<file path="config.mk">
export PLATFORM = sky130hd
export DESIGN_NAME = sar_search
export DESIGN_NICKNAME = d
export VERILOG_FILES = /design/src/rtl/sar_search_pkg.sv /design/src/rtl/sar_search.sv
export SDC_FILE = /design/constraint.sdc
export NUM_CORES = 1
export LEC_CHECK = 0
export ABC_AREA = 1
export CORE_MARGIN = 3
export CORE_UTILIZATION = 55
export DETAILED_ROUTE_END_ITERATION = 6
export PLACE_DENSITY = 0.9
export SETUP_SLACK_MARGIN = 0.5
export SYNTH_ARGS = -nofsm -noshare
export SYNTH_HDL_FRONTEND = slang
export SYNTH_SLANG_ARGS = --single-unit
export TNS_END_PERCENT = 100
</file>
<file path="constraint.sdc">
create_clock -name clk -period 8.15 [get_ports clk]
set_clock_uncertainty 0.1 [all_clocks]
set_input_delay 1.63 -clock clk [delete_from_list [all_inputs] [get_ports clk]]
set_output_delay 1.63 -clock clk [all_outputs]
set_load 0.01 [all_outputs]
</file>
<file path="src/rtl/sar_search_pkg.sv">
// Shared types and defaults for the successive-approximation search block.
package sar_search_pkg;

  localparam int unsigned DEFAULT_WIDTH = 4;

  typedef enum logic [1:0] {
    IDLE,
    PROBE,
    DONE
  } state_t;

endpackage

</file>
<file path="src/rtl/sar_search.sv">
// Binary search of an unknown target using an external magnitude comparator,
// one compare per cycle, narrowing [lo, hi] until equal, exhausted or flags invalid.
module sar_search
  import sar_search_pkg::*;
#(
  parameter int unsigned WIDTH = DEFAULT_WIDTH
) (
  input  logic                           clk,
  input  logic                           rst_n,
  input  logic                           start,
  output logic [WIDTH-1:0]               guess,
  input  logic                           cmp_greater,
  input  logic                           cmp_equal,
  input  logic                           cmp_less,
  output logic                           busy,
  output logic                           done,
  output logic                           found,
  output logic                           error,
  output logic [WIDTH-1:0]               result,
  output logic [$clog2(WIDTH+2)-1:0]     probes
);

  localparam int unsigned PW = $clog2(WIDTH + 2);

  state_t           state, state_nx;
  logic [WIDTH-1:0] lo, hi, lo_nx, hi_nx;
  logic [WIDTH-1:0] result_nx;
  logic             found_nx, error_nx;
  logic [PW-1:0]    probes_nx;
  logic [WIDTH:0]   mid_sum;
  logic [WIDTH-1:0] mid;
  logic [2:0]       flags;

  // Extra carry bit keeps lo+hi exact before halving.
  assign mid_sum = {1'b0, lo} + {1'b0, hi};
  assign mid     = WIDTH'(mid_sum >> 1);
  assign flags   = {cmp_greater, cmp_equal, cmp_less};

  assign guess = (state == PROBE) ? mid : '0;
  assign busy  = (state != IDLE);
  assign done  = (state == DONE);

  always_ff @(posedge clk or negedge rst_n) begin
    if (!rst_n) begin
      state  <= IDLE;
      lo     <= '0;
      hi     <= '0;
      result <= '0;
      found  <= 1'b0;
      error  <= 1'b0;
      probes <= '0;
    end else begin
      state  <= state_nx;
      lo     <= lo_nx;
      hi     <= hi_nx;
      result <= result_nx;
      found  <= found_nx;
      error  <= error_nx;
      probes <= probes_nx;
    end
  end

  always_comb begin
    state_nx  = state;
    lo_nx     = lo;
    hi_nx     = hi;
    result_nx = result;
    found_nx  = found;
    error_nx  = error;
    probes_nx = probes;
    case (state)
      IDLE: begin
        if (start) begin
          lo_nx     = '0;
          hi_nx     = '1;
          probes_nx = '0;
          found_nx  = 1'b0;
          error_nx  = 1'b0;
          state_nx  = PROBE;
        end
      end
      PROBE: begin
        probes_nx = probes + PW'(1);
        if (!$onehot(flags)) begin
          error_nx  = 1'b1;
          found_nx  = 1'b0;
          result_nx = mid;
          state_nx  = DONE;
        end else if (cmp_equal) begin
          found_nx  = 1'b1;
          result_nx = mid;
          state_nx  = DONE;
        end else if (cmp_greater) begin
          if (mid == '1) begin
            found_nx  = 1'b0;
            result_nx = mid;
            state_nx  = DONE;
          end else begin
            lo_nx = mid + WIDTH'(1);
            if (lo_nx > hi) begin
              found_nx  = 1'b0;
              result_nx = mid;
              state_nx  = DONE;
            end
          end
        end else begin
          if (mid == '0) begin
            found_nx  = 1'b0;
            result_nx = mid;
            state_nx  = DONE;
          end else begin
            hi_nx = mid - WIDTH'(1);
            if (lo > hi_nx) begin
              found_nx  = 1'b0;
              result_nx = mid;
              state_nx  = DONE;
            end
          end
        end
      end
      DONE: state_nx = IDLE;
      default: state_nx = IDLE;
    endcase
  end

endmodule

</file>
==> results.json <==
{
  "worstReg2RegEnd": "result[3]$_DFFE_PN0P_",
  "htreeDepth": 1,
  "clock_sinks": 19,
  "postRouteAntennaNets": 0,
  "hold_end": "probes[2]$_DFFE_PN0P_",
  "startpoint_type": "flip-flop",
  "synth_fa_ha_area_frac": 0.155,
  "synth_top_family_by_area": "simple AND/OR/NAND/NOR gates",
  "route.detailed.drc": 0,
  "cp-startpoint": "hi[0]$_DFFE_PN0P_",
  "min_from": "probes[2]$_DFFE_PN0P_",
  "rows": 17,
  "drt_iter0_drc": 54,
  "die_h_um": 56.2,
  "relSlewSlack": 0.389,
  "cts_resized": 0,
  "synthMuxAreaShare": 0,
  "finalMaxSlewViolations": 0,
  "synth_area_um2": 1390,
  "first_global_vias": 1330,
  "cts_tree": "yes",
  "final_cells": 231,
  "area_growth_pct": 17.6,
  "status": "finished, final reports clean",
  "fin_area_um2": 1630,
  "antenna_found_initial": 0,
  "grt-ovfl-total": 0,
  "cts_setup_buffers": 0,
  "clkLatencyLatePin_ns": 0.31,
  "synth_seq_area_share": 0.343,
  "die_w_um": 56.2,
  "cp_max_fo": 6,
  "rsz0062_at_grt": "no",
  "hpwl_um": 2590,
  "root_buffer": "clkbuf_4",
  "initial_core_util": 0.603,
  "routed-via-count": 1280,
  "cap_violations": 0,
  "yosysTopAreaCellShare": 0.343,
  "tightest_slew_ns": 0.913,
  "grt_max_degree": 20,
  "first_pass_iters": 4,
  "synth_warnings": 0,
  "place_inst": 227,
  "required_ns": 6.42,
  "syn_inst": 181,
  "final_cell_mix": "45 x nand2_1, 27 x inv_1, 20 x clkdlybuf4s50_1",
  "synth-compound-area-share": 0.0984,
  "drive_gt1_frac": 0.0690,
  "hp-class": "flip-flop to flip-flop",
  "r2r_slack_ns": 4.79,
  "finalCriticalPeriod_ns": 4.15,
  "postCtsHoldBufs": 0,
  "io_buffers": 20,
  "critPathKind": "flip-flop to primary output",
  "placed_area_um2": 1600,
  "layout_commonest_cell": "nand2_1",
  "wl_per_cell_um": 14.2,
  "max_freq_ghz": 0.241,
  "gp_congestion": 0.968,
  "die_area_um2": 3160,
  "clk_pin_slew_ns": 0.12,
  "synth_xor_area_frac": 0.0190,
  "antenna_cells": 0,
  "avgSynthCellArea_um2": 7.66,
  "r2r-start": "hi[0]$_DFFE_PN0P_",
  "track_usage": 0.231,
  "cp-end-kind": "primary output",
  "ios": 21,
  "coreArea_um2": 2300,
  "synth_fp_nets": 203,
  "numCtsBuffers": 3,
  "synth_seq_cells": 19,
  "rr_worst_depth": 18,
  "holdPathStages": 1,
  "setup-tns-final_ns": 0,
  "cts.path.max_buffers": 2,
  "worstPathArrival_ns": 2.42,
  "post-route-period-util": 0.509,
  "yosys.cell_types.count": 25,
  "setup_viol": 0,
  "hold_violations": 0,
  "wirelength_um": 3290,
  "post-synth-top-area-cell": "dfrtp_1",
  "netlist_top_cells_area": "dfrtp_1 34%, ha_1 13%, nand2_1 12%, inv_1 7.3%, nor2_1 4.1%",
  "grt_pass1_wl_um": 5910,
  "final_nets": 226,
  "yosys.area_share.simple": 0.295,
  "via_per_inst": 5.54
}
-- Yosys cell counts --
library cell / n
buf_4: 1
nor2_1: 15
nand2_1: 45
buf_6: 1
xor2_1: 2
inv_1: 27
nand3_1: 9
a21oi_1: 10
dfrtp_1: 19
o211ai_1: 1
nand3_2: 5
clkinv_1: 1
xnor2_1: 1
nand4_1: 6
nand2_4: 1
a31oi_1: 1
nor3_1: 3
a21o_2: 1
ha_1: 14
o21ai_1: 2
or2_1: 1
a22o_1: 1
fa_1: 2
o21ai_0: 9
nand2_2: 3
-- cell type report --
| cell class | instances | area, um2 |
|---|---|---|
| Clock buffer | 3 | 22.5 |
| Tap cell | 28 | 35.0 |
| Fill cell | 183 | 667 |
| Multi-Input combinational cell | 132 | 787 |
| Inverter | 28 | 105 |
| Clock inverter | 1 | 5.00 |
| Sequential cell | 19 | 475 |
| Timing Repair Buffer | 20 | 200 |
-- critical path: stages (launching register included) --
cell and delay (ns):
dfrtp_1 0.42, nand2_1 0.08, inv_1 0.07, fa_1 0.64
inv_1 0.16, nor2_1 0.17, clkdlybuf4s50_1 0.57
-- flip-flops by register name, summed over array words and instances (netlist names) --
name    cells
lo          4
probes      3
error       1
found       1
state       2
hi          4
result      4
-- routing by layer --
metal  vias to the layer above  wire length [um]  global-route usage
met5                         -                 0                   0
met4                         0                34              0.0576
met3                         5               163              0.0232
met2                        38              1580               0.399
met1                       603              1510               0.308
li1                        634                 -                   -
-- stage by stage --
stage / worst slack (ns) / util / hold slack [ns]
detailed placement: 4.07 / 0.698 / 0.353
floorplan: 4.95 / - / 0.374
global placement: 4.28 / 0.698 / 0.347
finish: 4.00 / 0.710 / 0.368
CTS: 4.03 / 0.710 / 0.370
global route: 3.89 / 0.710 / 0.414
-- worst max path at each step --
| stage | end | cells past startpoint |
|---|---|---|
| 4_1_cts | guess[0] | 6 |
| 3_3_place_gp | result[2]$_DFFE_PN0P_ | 10 |
| 3_5_place_dp | lo[2]$_DFFE_PN0P_ | 11 |
| 5_1_grt | guess[0] | 6 |
| 6_report | guess[0] | 6 |
| 2_1_floorplan | lo[0]$_DFFE_PN0P_ | 10 |
-- cells by family (layout without fill, tap and decap cells) --
group	Yosys count	in the layout
buffers and inverters	30	52
XOR/XNOR	3	3
adder cells (fa/ha/maj)	16	16
flip-flops	19	19
AO/OA/AOI/OAI	25	25
AND/OR/NAND/NOR	88	88
Power is not shown: default switching activity piles up to over one toggle a cycle in this logic, so the estimate is an artifact.
